[config.mk]
export PLATFORM = sky130hd
export DESIGN_NAME = psum_drain_flat
export DESIGN_NICKNAME = d
export VERILOG_FILES = /design/src/rtl/psum_drain_pkg.sv /design/src/rtl/psum_drain_if.sv /design/src/rtl/psum_acc_lane.sv /design/src/rtl/psum_drain.sv /design/src/flat_wrapper.sv
export SDC_FILE = /design/constraint.sdc
export NUM_CORES = 1
export LEC_CHECK = 0
export CORE_MARGIN = 10
export CORE_UTILIZATION = 35
export CTS_BUF_LIST = sky130_fd_sc_hd__clkbuf_4
export DETAILED_ROUTE_END_ITERATION = 6
export MAX_ROUTING_LAYER = met4
export PLACE_DENSITY = 0.57
export SLEW_MARGIN = 20
export SYNTH_ARGS = -nofsm -noshare
export SYNTH_HDL_FRONTEND = slang
export SYNTH_HIERARCHICAL = 1
export SYNTH_SLANG_ARGS = --single-unit
[constraint.sdc]
create_clock -name clk -period 4.9 [get_ports clk]
set_input_delay 1.47 -clock clk [delete_from_list [all_inputs] [get_ports clk]]
set_output_delay 1.47 -clock clk [all_outputs]
set_load 0.05 [all_outputs]
[src/rtl/psum_drain_pkg.sv]
// Shared types and sizing for the OFIFO psum drain.
// Widths default to a 16-bit, 8-column corelet with 4 guard bits.
package psum_drain_pkg;

    localparam int PSUM_BW = 16;
    localparam int COL     = 8;
    localparam int GUARD   = 4;
    localparam int AW      = PSUM_BW + GUARD;
    localparam int PASS_W  = 4;
    localparam int IDX_W   = 8;

    typedef enum logic [1:0] {
        IDLE = 2'd0,
        ACC  = 2'd1,
        EMIT = 2'd2,
        DONE = 2'd3
    } state_t;

endpackage

[src/rtl/psum_drain_if.sv]
// OFIFO read side plus the downstream valid/ready vector port.
// The drain block is the master; the OFIFO/downstream side is the slave.
interface psum_drain_if #(
    parameter int PSUM_BW = 16,
    parameter int COL     = 8,
    parameter int AW      = 20
);
    logic                   ofifo_valid;
    logic [PSUM_BW*COL-1:0] ofifo_rdata;
    logic                   ofifo_rd;
    logic                   out_valid;
    logic                   out_ready;
    logic [AW*COL-1:0]      out_data;
    logic [7:0]             out_idx;

    modport master (
        input  ofifo_valid, ofifo_rdata, out_ready,
        output ofifo_rd, out_valid, out_data, out_idx
    );

    modport slave (
        output ofifo_valid, ofifo_rdata, out_ready,
        input  ofifo_rd, out_valid, out_data, out_idx
    );
endinterface

[src/rtl/psum_acc_lane.sv]
// One column accumulator: load (first pass) or add a sign-extended psum.
// Wraps modulo 2^AW; guard bits make wrap impossible for up to 16 passes.
module psum_acc_lane #(
    parameter int PSUM_BW = 16,
    parameter int AW      = 20
) (
    input  logic               clk,
    input  logic               reset,
    input  logic               load,
    input  logic               add,
    input  logic [PSUM_BW-1:0] in,
    output logic [AW-1:0]      acc
);
    logic [AW-1:0] acc_q;
    logic [AW-1:0] ext;

    assign ext = {{(AW-PSUM_BW){in[PSUM_BW-1]}}, in};

    always_ff @(posedge clk or posedge reset) begin
        if (reset)     acc_q <= '0;
        else if (load) acc_q <= ext;
        else if (add)  acc_q <= acc_q + ext;
    end

    assign acc = acc_q;
endmodule

[src/rtl/psum_drain.sv]
// Pops OFIFO psum words, accumulates num_pass+1 of them per column and
// hands each finished vector downstream; num_out+1 vectors per job.
module psum_drain
    import psum_drain_pkg::*;
#(
    parameter int psum_bw = PSUM_BW,
    parameter int col     = COL,
    parameter int guard   = GUARD
) (
    input  logic              clk,
    input  logic              reset,
    input  logic              start,
    input  logic [PASS_W-1:0] num_pass,
    input  logic [IDX_W-1:0]  num_out,
    psum_drain_if.master      bus,
    output logic              busy,
    output logic              done
);
    localparam int aw = psum_bw + guard;

    state_t             state_q, state_d;
    logic [PASS_W-1:0]  pass_q, pass_d, npass_q, npass_d;
    logic [IDX_W-1:0]   idx_q, idx_d, nout_q, nout_d;
    logic               pop, load, add;
    logic [col-1:0][aw-1:0] acc;

    // Pass 0 overwrites the lane so no separate clear cycle is needed.
    assign pop  = bus.ofifo_rd;
    assign load = pop && (pass_q == '0);
    assign add  = pop && (pass_q != '0);

    for (genvar c = 0; c < col; c++) begin : g_lane
        psum_acc_lane #(.PSUM_BW(psum_bw), .AW(aw)) u_lane (
            .clk   (clk),
            .reset (reset),
            .load  (load),
            .add   (add),
            .in    (bus.ofifo_rdata[psum_bw*c +: psum_bw]),
            .acc   (acc[c])
        );
    end

    assign bus.out_data = acc;
    assign bus.out_idx  = idx_q;

    always_ff @(posedge clk or posedge reset) begin
        if (reset) begin
            state_q <= IDLE;
            pass_q  <= '0;
            idx_q   <= '0;
            npass_q <= '0;
            nout_q  <= '0;
        end else begin
            state_q <= state_d;
            pass_q  <= pass_d;
            idx_q   <= idx_d;
            npass_q <= npass_d;
            nout_q  <= nout_d;
        end
    end

    always_comb begin
        state_d = state_q;
        pass_d  = pass_q;
        idx_d   = idx_q;
        npass_d = npass_q;
        nout_d  = nout_q;
        case (state_q)
            IDLE: if (start) begin
                npass_d = num_pass;
                nout_d  = num_out;
                pass_d  = '0;
                idx_d   = '0;
                state_d = ACC;
            end
            ACC: if (pop) begin
                if (pass_q == npass_q) begin
                    pass_d  = '0;
                    state_d = EMIT;
                end else begin
                    pass_d = pass_q + 1'b1;
                end
            end
            EMIT: if (bus.out_ready) begin
                if (idx_q == nout_q) begin
                    state_d = DONE;
                end else begin
                    idx_d   = idx_q + 1'b1;
                    state_d = ACC;
                end
            end
            DONE:    state_d = IDLE;
            default: state_d = IDLE;
        endcase
    end

    always_comb begin
        bus.ofifo_rd  = 1'b0;
        bus.out_valid = 1'b0;
        busy          = (state_q != IDLE);
        done          = 1'b0;
        case (state_q)
            ACC:     bus.ofifo_rd  = bus.ofifo_valid;
            EMIT:    bus.out_valid = 1'b1;
            DONE:    done          = 1'b1;
            default: ;
        endcase
    end
endmodule

[src/flat_wrapper.sv]
// flat-port wrapper written by rule: the top's interface ports become plain ports
module psum_drain_flat import psum_drain_pkg::*;
#(
    parameter int psum_bw = PSUM_BW,
    parameter int col     = COL,
    parameter int guard   = GUARD
)
  (clk, reset, start, num_pass, num_out, busy, done, bus_ofifo_valid, bus_ofifo_rdata, bus_out_ready, bus_ofifo_rd, bus_out_valid, bus_out_data, bus_out_idx);
  psum_drain_if #(.PSUM_BW((16)), .COL((8)), .AW((20))) bus_i ();
  input  logic clk;
  input  logic reset;
  input  logic start;
  input  logic [PASS_W-1:0] num_pass;
  input  logic [IDX_W-1:0] num_out;
  output logic busy;
  output logic done;
  input wire logic [$bits(bus_i.ofifo_valid)-1:0] bus_ofifo_valid;
  input wire logic [$bits(bus_i.ofifo_rdata)-1:0] bus_ofifo_rdata;
  input wire logic [$bits(bus_i.out_ready)-1:0] bus_out_ready;
  output wire logic [$bits(bus_i.ofifo_rd)-1:0] bus_ofifo_rd;
  output wire logic [$bits(bus_i.out_valid)-1:0] bus_out_valid;
  output wire logic [$bits(bus_i.out_data)-1:0] bus_out_data;
  output wire logic [$bits(bus_i.out_idx)-1:0] bus_out_idx;
  assign bus_i.ofifo_valid = bus_ofifo_valid;
  assign bus_i.ofifo_rdata = bus_ofifo_rdata;
  assign bus_i.out_ready = bus_out_ready;
  assign bus_ofifo_rd = bus_i.ofifo_rd;
  assign bus_out_valid = bus_i.out_valid;
  assign bus_out_data = bus_i.out_data;
  assign bus_out_idx = bus_i.out_idx;
  psum_drain #(.psum_bw(psum_bw), .col(col), .guard(guard)) u_core (.clk(clk), .reset(reset), .start(start), .num_pass(num_pass), .num_out(num_out), .bus(bus_i), .busy(busy), .done(done));
endmodule
==> run summary <==
Layout cells sized above 1: 0.0710
R2R Path End: u_core/g_lane[3].u_lane/acc[18]
DR WL/cell: 18.5 µm
Core Footprint: 46600 µm²
Critical path endpoint: bus_out_valid
HP Class: reg -> reg
Lkg Pwr: 8.63 nW
Final antenna-violating net count: 0
Most used routing layer: met2
Mean area per synthesized cell: 8.73 µm²
Die area: 56300 µm²
Area of the multi-input gates: 11300 µm²
DR vias: 15300
Final setup viols: 0
CTS sink count: 186
Register bit total from synthesis: 186
Setup TNS: 0 ns
Clock latency on the worst-skew pair: 0.75 ns
Met2 capacity usage during global routing: 0.290
Top FF cell, synth: dfrtp_1
Crit Path Category: reg -> out
Worst-case clock buffer depth: 2
Vias/cell: 5.47
Number of synthesized flops with an enable pin: 0
CP required: 3.43 ns
Minimum clock period: 4.03 ns
Fin crit share: 0.822
Critical path data arrival time: 2.56 ns
Port Buffers: 316
Crit-path cells: nand2b_2 > inv_1 > clkdlybuf4s50_1
Initial DRC count: 1085
Clk pin slew, worst setup/hold paths: 0.17 ns
Sequential cell area: 4650 µm²
Overflow after GRT: 0
Slew @ Worst Pin: 0.976 ns
Maximum clock rate: 0.248 GHz
Initial antenna violation count: 7
Post-synthesis instance total: 1892
Post-cts sizing count: 0
H-tree depth reported by CTS: 4
Post-DP HPWL: 39800 µm
Drt total wl: 51900 µm
Yosys Warn Count: 6
Mux share of post-synthesis cell area: 0.0529
Most frequent cells in the layout: clkdlybuf4s50_1 (315), dfrtp_1 (186), nand2_1 (176)
Post-Synthesis Net Count: 2200
Rel. slew slack: 0.345
Post-Synth XOR/XNOR Area: 0.0583
Compound-gate portion of the synthesized area: 0.269
FILL cells: 4598
Overall global routing resource usage: 0.187
DRC viols: 0
Worst setup path startpoint: u_core/state_q[1]
Reg2Reg Depth: 10
Vias in the first global route: 15100
Slowest-stage cell, CP: clkdlybuf4s50_1
Largest net degree at the start of global routing: 74
Syn Std Cell Area: 16500 µm²
Drt pass-1 iters: 5
Max Fanout on Critical Path: 13
Clk root buf: clkbuf_4
Worst Skew: 0.0134 ns
Met3 Use GR: 0.0488
CP Buf/Inv Count: 2
Rows: 79
Ys async rst share: 1.00
CP Depth: 3
Setup slack, reg-to-reg: 2.26 ns
Die Span Y: 237 µm
CTS tree: done
Critical Path Source Type: flip-flop
Commonest non-fill, non-tap cell in the layout: clkdlybuf4s50_1
Top cell type's share of synthesized area: 0.282
Final Hold Viols: 0
Synth area leaders: dfrtp_1 (28%), ha_1 (12%), a21oi_1 (4.7%), o21ai_0 (4.5%), mux2i_1 (4.1%)
Delay-heaviest family, CP: buffers and inverters
Synthesis-to-layout area growth: 24.6%
Boundary Pins: 317
Netlist cell types: 88
Initial Util: 0.355
Post-CTS setup buffers: 0
CTS Hold Bufs: 0
Largest family of logic cells by synthesized area: compound AO/OA/AOI/OAI gates
CP Capture Type: output port
CTS buffer count: 17
Critical R2R Launch: u_core/g_lane[3].u_lane/acc[0]
Post-synthesis sequential area ratio: 0.282
Pwr Total: 15.9 mW
Synth area leader: dfrtp_1
Max Cap Viol: 0
Slowest stage delay, CP: 0.86 ns
Run status: complete, no violations
Final Slew Violations: 0
RePlAce Congestion: 0.894
Pwr dens: 774 nW/µm²
Post-Synth Simple-Gate Area: 0.177
First-pass GRT wire length: 83800 µm
Die X: 237 µm
Post-Synth Adder-Cell Area: 0.127
Met1 usage: 0.235
Final #Nets: 2477
Max VDD drop: 0.000396 V
Unrepaired setup endpoints after global routing: false
-- worst min path at each step --
stage,start,end,cells after the start
4_1_cts,u_core/nout_q[3],u_core/nout_q[3],1
5_1_grt,u_core/nout_q[5],u_core/nout_q[5],1
3_5_place_dp,u_core/nout_q[3],u_core/nout_q[3],1
3_3_place_gp,u_core/nout_q[5],u_core/nout_q[5],1
2_1_floorplan,u_core/npass_q[0],u_core/npass_q[0],1
6_report,u_core/nout_q[5],u_core/nout_q[5],1
-- Yosys cell counts, types with 10 or more instances --
cell type,n
a211oi_1,18
a21o_1,66
a21oi_1,154
a221o_1,11
a22oi_1,17
a31oi_1,26
and3_1,18
clkbuf_1,49
dfrtp_1,186
ha_1,155
inv_1,56
mux2_2,18
mux2i_1,67
nand2_1,176
nand2b_1,15
nand3_1,40
nand3b_1,10
nand4_1,20
nor2_1,120
nor2b_1,20
nor3_1,21
nor3b_1,10
nor4b_1,12
o21a_1,36
o21ai_0,150
o21ai_1,54
o21bai_1,13
o31ai_1,11
or2_2,15
or3_1,14
xnor2_1,59
xor2_1,51
-- report_power, final --
| part | internal (mW) | switching, mW |
|---|---|---|
| clock network | 0.258 | 0.666 |
| registers | 2.32 | 0.747 |
| logic | 4.69 | 7.23 |
| total | 7.28 | 8.65 |
-- metal layers --
metal	vias up	routed length, µm
li1	7587	-
met1	7346	24200
met2	316	24100
met3	44	2620
met4	0	937
met5	-	0
-- metrics by stage --
stage / utilization / cells / hold WS (ns) / cell area, µm² / worst slack, ns
final: 0.442 / 2797 / 0.552 / 20600 / 0.873
after global routing: 0.442 / 2797 / 0.575 / 20600 / 0.650
after CTS: 0.441 / 2789 / 0.558 / 20500 / 0.714
after detailed placement: 0.436 / 2757 / 0.519 / 20300 / 0.795
after global placement: 0.436 / 2757 / 0.514 / 20300 / 0.832
after floorplan: - / 1892 / 0.501 / 16500 / 0.0799
-- flip-flops by register name, indices dropped and copies added (netlist names) --
| register | flops |
|---|---|
| u_core/state_q | 2 |
| u_core/bus.out_idx | 8 |
| u_core/npass_q | 4 |
| u_core/nout_q | 8 |
| u_core/pass_q | 4 |
| u_core/g_lane.u_lane/acc | 160 |
-- area by class of cell --
class,instances,share of cell area
inverters,59,0.0108
clock buffers,17,0.00620
multi-input cells,1574,0.551
diodes,8,0.000973
well taps,607,0.0369
clock inverters,15,0.00675
repair buffers,331,0.162
flip-flops and latches,186,0.226
-- kinds of logic after synthesis --
group	after synthesis
AOI/OAI and AO/OA	665
adders and majority gates	163
xor gates and xnor gates	110
DFF	186
and+or+nand+nor	551
muxes	85
buffers and inverters	132
No activity file was read; power rests on OpenSTA's default activity.
